## src/rtl/clock_set_ctrl.sv

```systemverilog
// Time-setting controller for the 24 h HH:MM:SS clock.
// Debounces the mode and increment keys and runs the RUN -> SET_HOUR -> SET_MIN
// mode FSM. It issues increment pulses to the hour and minute chains, freezes
// the seconds chain while a field is being set, and drives the blink mask for
// the digits under edit.

// Key conditioner: 2-flop synchronizer, stability-window debounce and a press
// strobe on the debounced 1->0 transition.
module clock_set_key #(
  parameter int DEB_CYC = 1_000_000
) (
  input  logic clk,
  input  logic rst_n,
  input  logic key_n,
  output logic press
);
  localparam int DEB_W = $clog2(DEB_CYC);
  localparam logic [DEB_W-1:0] DEB_LAST = DEB_W'(DEB_CYC - 1);

  logic             sync1_r;
  logic             sync2_r;
  logic             deb_r;
  logic             deb_d_r;
  logic [DEB_W-1:0] cnt_r;

  // Synchronize the raw key, then accept a new level only after it has differed from the debounced level for DEB_CYC samples
  always_ff @(posedge clk) begin
    if (!rst_n) begin
      sync1_r <= 1'b1;
      sync2_r <= 1'b1;
      deb_r   <= 1'b1;
      deb_d_r <= 1'b1;
      cnt_r   <= {DEB_W{1'b0}};
    end else begin
      sync1_r <= key_n;
      sync2_r <= sync1_r;
      deb_d_r <= deb_r;
      if (sync2_r == deb_r) begin
        cnt_r <= {DEB_W{1'b0}};
      end else if (cnt_r == DEB_LAST) begin
        deb_r <= sync2_r;
        cnt_r <= {DEB_W{1'b0}};
      end else begin
        cnt_r <= cnt_r + DEB_W'(1);
      end
    end
  end

  // Press fires for the single cycle after the debounced level falls; releases are ignored
  assign press = deb_d_r & ~deb_r;
endmodule

module clock_set_ctrl #(
  parameter int DEB_CYC   = 1_000_000,
  parameter int BLINK_CYC = 25_000_000,
  parameter int TIMEOUT_S = 10
) (
  input  logic       i_clk,
  input  logic       i_rst_n,
  input  logic       i_key_mode_n,
  input  logic       i_key_inc_n,
  input  logic       i_tick_1hz,
  output logic       o_run_en,
  output logic       o_sec_clr,
  output logic       o_min_inc,
  output logic       o_hour_inc,
  output logic [1:0] o_blank,
  output logic [1:0] o_mode
);
  localparam int BLINK_W = $clog2(BLINK_CYC);
  localparam int TMO_W   = $clog2(TIMEOUT_S + 1);
  localparam logic [BLINK_W-1:0] BLINK_LAST = BLINK_W'(BLINK_CYC - 1);
  localparam logic [TMO_W-1:0]   TMO_LAST   = TMO_W'(TIMEOUT_S - 1);

  typedef enum logic [1:0] {
    ST_RUN      = 2'd0,
    ST_SET_HOUR = 2'd1,
    ST_SET_MIN  = 2'd2
  } state_t;

  state_t               state_r;
  state_t               state_nxt_s;
  logic [TMO_W-1:0]     tmo_cnt_r;
  logic [TMO_W-1:0]     tmo_cnt_nxt_s;
  logic [BLINK_W-1:0]   blink_cnt_r;
  logic [BLINK_W-1:0]   blink_cnt_nxt_s;
  logic                 phase_r;
  logic                 phase_nxt_s;
  logic                 mode_press_s;
  logic                 inc_press_s;
  logic                 tmo_hit_s;
  logic                 state_chg_s;
  logic                 hour_inc_nxt_s;
  logic                 min_inc_nxt_s;
  logic                 sec_clr_nxt_s;
  logic [1:0]           blank_nxt_s;

  clock_set_key #(.DEB_CYC(DEB_CYC)) u_key_mode (
    .clk   (i_clk),
    .rst_n (i_rst_n),
    .key_n (i_key_mode_n),
    .press (mode_press_s)
  );

  clock_set_key #(.DEB_CYC(DEB_CYC)) u_key_inc (
    .clk   (i_clk),
    .rst_n (i_rst_n),
    .key_n (i_key_inc_n),
    .press (inc_press_s)
  );

  // Next state, output pulses, timeout and blink counters; mode press outranks inc press, any press outranks timeout
  always_comb begin
    state_nxt_s    = state_r;
    hour_inc_nxt_s = 1'b0;
    min_inc_nxt_s  = 1'b0;
    sec_clr_nxt_s  = 1'b0;
    tmo_hit_s      = i_tick_1hz & (tmo_cnt_r == TMO_LAST) & ~mode_press_s & ~inc_press_s;

    case (state_r)
      ST_RUN: begin
        if (mode_press_s) begin
          state_nxt_s = ST_SET_HOUR;
        end else begin
          state_nxt_s = ST_RUN;
        end
      end
      ST_SET_HOUR: begin
        if (mode_press_s) begin
          state_nxt_s = ST_SET_MIN;
        end else if (inc_press_s) begin
          hour_inc_nxt_s = 1'b1;
        end else if (tmo_hit_s) begin
          state_nxt_s   = ST_RUN;
          sec_clr_nxt_s = 1'b1;
        end else begin
          state_nxt_s = ST_SET_HOUR;
        end
      end
      ST_SET_MIN: begin
        if (mode_press_s) begin
          state_nxt_s   = ST_RUN;
          sec_clr_nxt_s = 1'b1;
        end else if (inc_press_s) begin
          min_inc_nxt_s = 1'b1;
        end else if (tmo_hit_s) begin
          state_nxt_s   = ST_RUN;
          sec_clr_nxt_s = 1'b1;
        end else begin
          state_nxt_s = ST_SET_MIN;
        end
      end
      default: begin
        state_nxt_s = ST_RUN;
      end
    endcase

    state_chg_s = (state_nxt_s != state_r);

    // Timeout only accumulates ticks while idling inside a SET state
    if (state_chg_s || (state_r == ST_RUN) || mode_press_s || inc_press_s) begin
      tmo_cnt_nxt_s = {TMO_W{1'b0}};
    end else if (i_tick_1hz) begin
      tmo_cnt_nxt_s = tmo_cnt_r + TMO_W'(1);
    end else begin
      tmo_cnt_nxt_s = tmo_cnt_r;
    end

    // A freshly selected field always starts in its visible phase
    if (state_chg_s) begin
      blink_cnt_nxt_s = {BLINK_W{1'b0}};
      phase_nxt_s     = 1'b0;
    end else if (blink_cnt_r == BLINK_LAST) begin
      blink_cnt_nxt_s = {BLINK_W{1'b0}};
      phase_nxt_s     = ~phase_r;
    end else begin
      blink_cnt_nxt_s = blink_cnt_r + BLINK_W'(1);
      phase_nxt_s     = phase_r;
    end

    blank_nxt_s = {(state_nxt_s == ST_SET_HOUR) & phase_nxt_s,
                   (state_nxt_s == ST_SET_MIN)  & phase_nxt_s};
  end

  // State, counters and all outputs registered together so no input reaches an output combinationally
  always_ff @(posedge i_clk) begin
    if (!i_rst_n) begin
      state_r     <= ST_RUN;
      tmo_cnt_r   <= {TMO_W{1'b0}};
      blink_cnt_r <= {BLINK_W{1'b0}};
      phase_r     <= 1'b0;
      o_run_en    <= 1'b1;
      o_sec_clr   <= 1'b0;
      o_min_inc   <= 1'b0;
      o_hour_inc  <= 1'b0;
      o_blank     <= 2'b00;
      o_mode      <= 2'd0;
    end else begin
      state_r     <= state_nxt_s;
      tmo_cnt_r   <= tmo_cnt_nxt_s;
      blink_cnt_r <= blink_cnt_nxt_s;
      phase_r     <= phase_nxt_s;
      o_run_en    <= (state_nxt_s == ST_RUN);
      o_sec_clr   <= sec_clr_nxt_s;
      o_min_inc   <= min_inc_nxt_s;
      o_hour_inc  <= hour_inc_nxt_s;
      o_blank     <= blank_nxt_s;
      o_mode      <= state_nxt_s;
    end
  end
endmodule

```

## config.mk

```make
export PLATFORM = sky130hd
export DESIGN_NAME = clock_set_ctrl
export DESIGN_NICKNAME = d
export VERILOG_FILES = /design/src/rtl/clock_set_ctrl.sv
export SDC_FILE = /design/constraint.sdc
export NUM_CORES = 1
export LEC_CHECK = 0
export BUFFER_PORTS_ARGS = -buffer_cell sky130_fd_sc_hd__buf_2
export CAP_MARGIN = 20
export CELL_PAD_IN_SITES_DETAIL_PLACEMENT = 1
export CELL_PAD_IN_SITES_GLOBAL_PLACEMENT = 1
export CORE_ASPECT_RATIO = 1.2
export CORE_MARGIN = 4
export CORE_UTILIZATION = 48
export CTS_CLUSTER_DIAMETER = 40
export DETAILED_ROUTE_END_ITERATION = 16
export PLACE_DENSITY_LB_ADDON = 0.1
export SYNTH_ARGS = -nofsm -noshare
export SYNTH_HDL_FRONTEND = slang
export SYNTH_SLANG_ARGS = --single-unit
```

## constraint.sdc

```tcl
create_clock -name i_clk -period 2.2 [get_ports i_clk]
set_input_delay 0.44 -clock i_clk [delete_from_list [all_inputs] [get_ports i_clk]]
set_output_delay 0.44 -clock i_clk [all_outputs]
set_load 0.1 [all_outputs]
```

==> reports/qor.yml <==
yosys:
  ys_top_cells_by_area: "dfxtp_1 (43%), xor2_1 (8.1%), nor2_1 (6.4%)"
  synth_cell_types: 52
  syn_nets: 451
  ys_seq_elements: 86
  synth_common_cells: "dfxtp_1 (86), nor2_1 (68), nand3_1 (37), xor2_1 (37), nand2_1 (29)"
  synth_cells: 437
  synth_most_common_cell: "dfxtp_1"
  synth_top_area_cell: "dfxtp_1"
  ys_seq_area_share_pct: 43.1
  syn_area_per_cell_um2: 9.15
  synth_edf_count: 0
  syn_area_mm2: 0.00400
  async_flop_share_pct: 0
  synth.top_cell.area_share_pct: 43.1
  synth_ff_type: "dfxtp_1"
  yosysWarnings: 0
clocking:
  cts_root_buffer: "clkbuf_8"
  cts_tree: "yes"
  clockBufferDepth: 2
  cts.clk_slew.worst_paths_ps: 90
  cts_made_buffers: 9
  clk_latency_ps: 370
  htreeDepth: 3
  cts_sinks: 86
grt:
  grt_max_degree: 26
  antenna_found_initial: 0
  grt.met1_usage_pct: 22.4
  grt_pass1_wl_um: 14400
  grt_pass1_vias: 3108
  use_met3_pct: 3.83
  grt_util_met2_pct: 30.3
  busiest_layer: "met2"
  gr-usage-all-layers_pct: 18.0
  grt_overflow_total: 0
sta:
  worst_slew_pin_slew_ps: 516
  fmax_ghz: 0.461
  period_minus_slack_ps: 2170
  finalSetupTns_ps: 0
  maxSlewViolCount: 0
  finalSetupViolations: 0
  grt_setup_unrepaired: "true"
  relSlewSlack_pct: 65.4
  fin_crit_sh_pct: 98.5
  hold_violations: 0
  skew_ps: 10.0
  holdWs_ps: 253
placement:
  hpwl_um: 5380
  port_buffers: 12
  place_congestion: 0.845
critical_path:
  critPathRequiredTime_ps: 2440
  cp_max_fo: 12
  cp-end-kind: "flip-flop"
  startpoint_type: "flip-flop"
  path_class: "reg2reg"
  cp.arrival_ps: 2410
die:
  die_h_um: 108
  rows: 36
  initial_core_util_pct: 49.3
  die_x_um: 91.3
  ios: 13
  core_area_mm2: 0.00811
  dieArea_mm2: 0.00986
cells_and_area:
  layout.nets: 472
  multiInputGateArea_mm2: 0.00225
  drive_gt1_share_pct: 13.2
  regArea_mm2: 0.00173
  syn_to_final_growth_pct: 11.8
  fill_cells: 958
  n_antenna_cell: 0
run_status:
  status: "complete, no violations"
route:
  dr.pass1.iters: 4
  dr.first_iter.drc_count: 100
  routedWlPerCell_um: 15.4
  ant_nets: 0
  drt_drc_violations_left: 0
  vias: 3077
  routed_wl_um: 8610
  viasPerCell: 5.51
power:
  power_density_mw_per_mm2: 638
  power_w: 0.00285
  p_leak_nw: 1.53
  ir_worst_vdd_mv: 0.357
run:
  max_cap_violations: 0
worst_hold_path:
  hold_path.class: "in2reg"
state kept, by name (all words and copies together) (netlist names), 2 cells and up:
name / count
tmo_cnt_r: 4
o_blank: 2
state_r: 2
u_key_inc.cnt_r: 20
u_key_mode.cnt_r: 20
blink_cnt_r: 25
power by group:
| group | leakage [nW] | internal [W] | switching, W |
|---|---|---|---|
| combinational | 0.722 | 0.0000176 | 0.0000326 |
| sequential | 0.696 | 0.00156 | 0.00000736 |
| clock | 0.111 | 0.000633 | 0.000601 |
layout make-up:
cell class / count / area share (%)
Clock buffer: 11 / 3.64
Clock inverter: 5 / 1.43
Inverter: 10 / 0.840
Multi-Input combinational cell: 333 / 50.4
Sequential cell: 86 / 38.7
Tap cell: 95 / 2.66
Timing Repair Buffer: 18 / 2.35
stage by stage:
| step | worst slack (ps) | std cells | utilization, % | area, µm² |
|---|---|---|---|---|
| floorplan | 48.8 | 437 | - | 4010 |
| global placement | -32.6 | 538 | 51.1 | 4140 |
| detailed placement | -101 | 538 | 51.1 | 4140 |
| CTS | -13.5 | 555 | 54.1 | 4390 |
| global route | -33.3 | 558 | 55.1 | 4470 |
| finish | 32.8 | 558 | 55.1 | 4470 |
timing repair:
item / CTS / global route
cloned: 1 / 2
hold buffers: 0 / 0
hold endpoints to repair: 0 / 0
setup endpoints to repair: 32 / 32
resized for setup: 1 / 11
buffers inserted: 0 / 1
pin swaps: 1 / 4
layout by cell type (no fill, tap or decap), drive strengths merged, types with 2 or more instances in the layout:
cell type,count
dfxtp,86
nor2,69
nand3,38
xor2,37
nand2,29
xnor2,28
a21oi,28
buf,18
nand4,17
and3,12
inv,11
clkbuf,11
ha,9
nand2b,8
nor3,8
o21ai,8
nor4,6
nor4b,3
nor3b,3
and2,3
mux2i,3
a31oi,2
and4,2
and4b,2
clkinv,2
nand4b,2
nor2b,2
o211ai,2
critical path, stage by stage (launching register included):
cell and delay (ps):
dfxtp_4 370, buf_4 170, or3b_1 420, o211ai_4 140, a31o_2 250, nor4_4 60
buf_4 170, o21ai_4 340, a21oi_1 130
final timing paths:
| path | from | endpoint | slack, ps | cells after the start |
|---|---|---|---|---|
| worst max-delay path | state_r[0] | blink_cnt_r[11] | 30 | 8 |
| worst max register to register | state_r[0] | blink_cnt_r[11] | 30 | 8 |
| worst min-delay path | i_key_inc_n | u_key_inc.sync1_r | 250 | 2 |
| worst min register to register | u_key_inc.sync1_r | u_key_inc.sync2_r | 420 | 1 |
routing by layer:
metal  vias up  wire length, µm
li1       1550                -
met1      1487             4080
met2        28             4160
met3        12              216
met4         0              149
met5         -                0
kinds of logic (layout without fill, tap and decap cells):
kind of cell    Yosys count  in the layout  synth area share [%]
compound gates           42             44                  7.20
xor+xnor                 65             65                  14.2
fa+ha+maj                 9              9                  2.82
buf+inv                  21             44                  2.97
flops                    86             86                  43.1
mux                       3              3                 0.751
simple gates            211            212                  29.0
No activity file was read; power rests on OpenSTA's default activity.
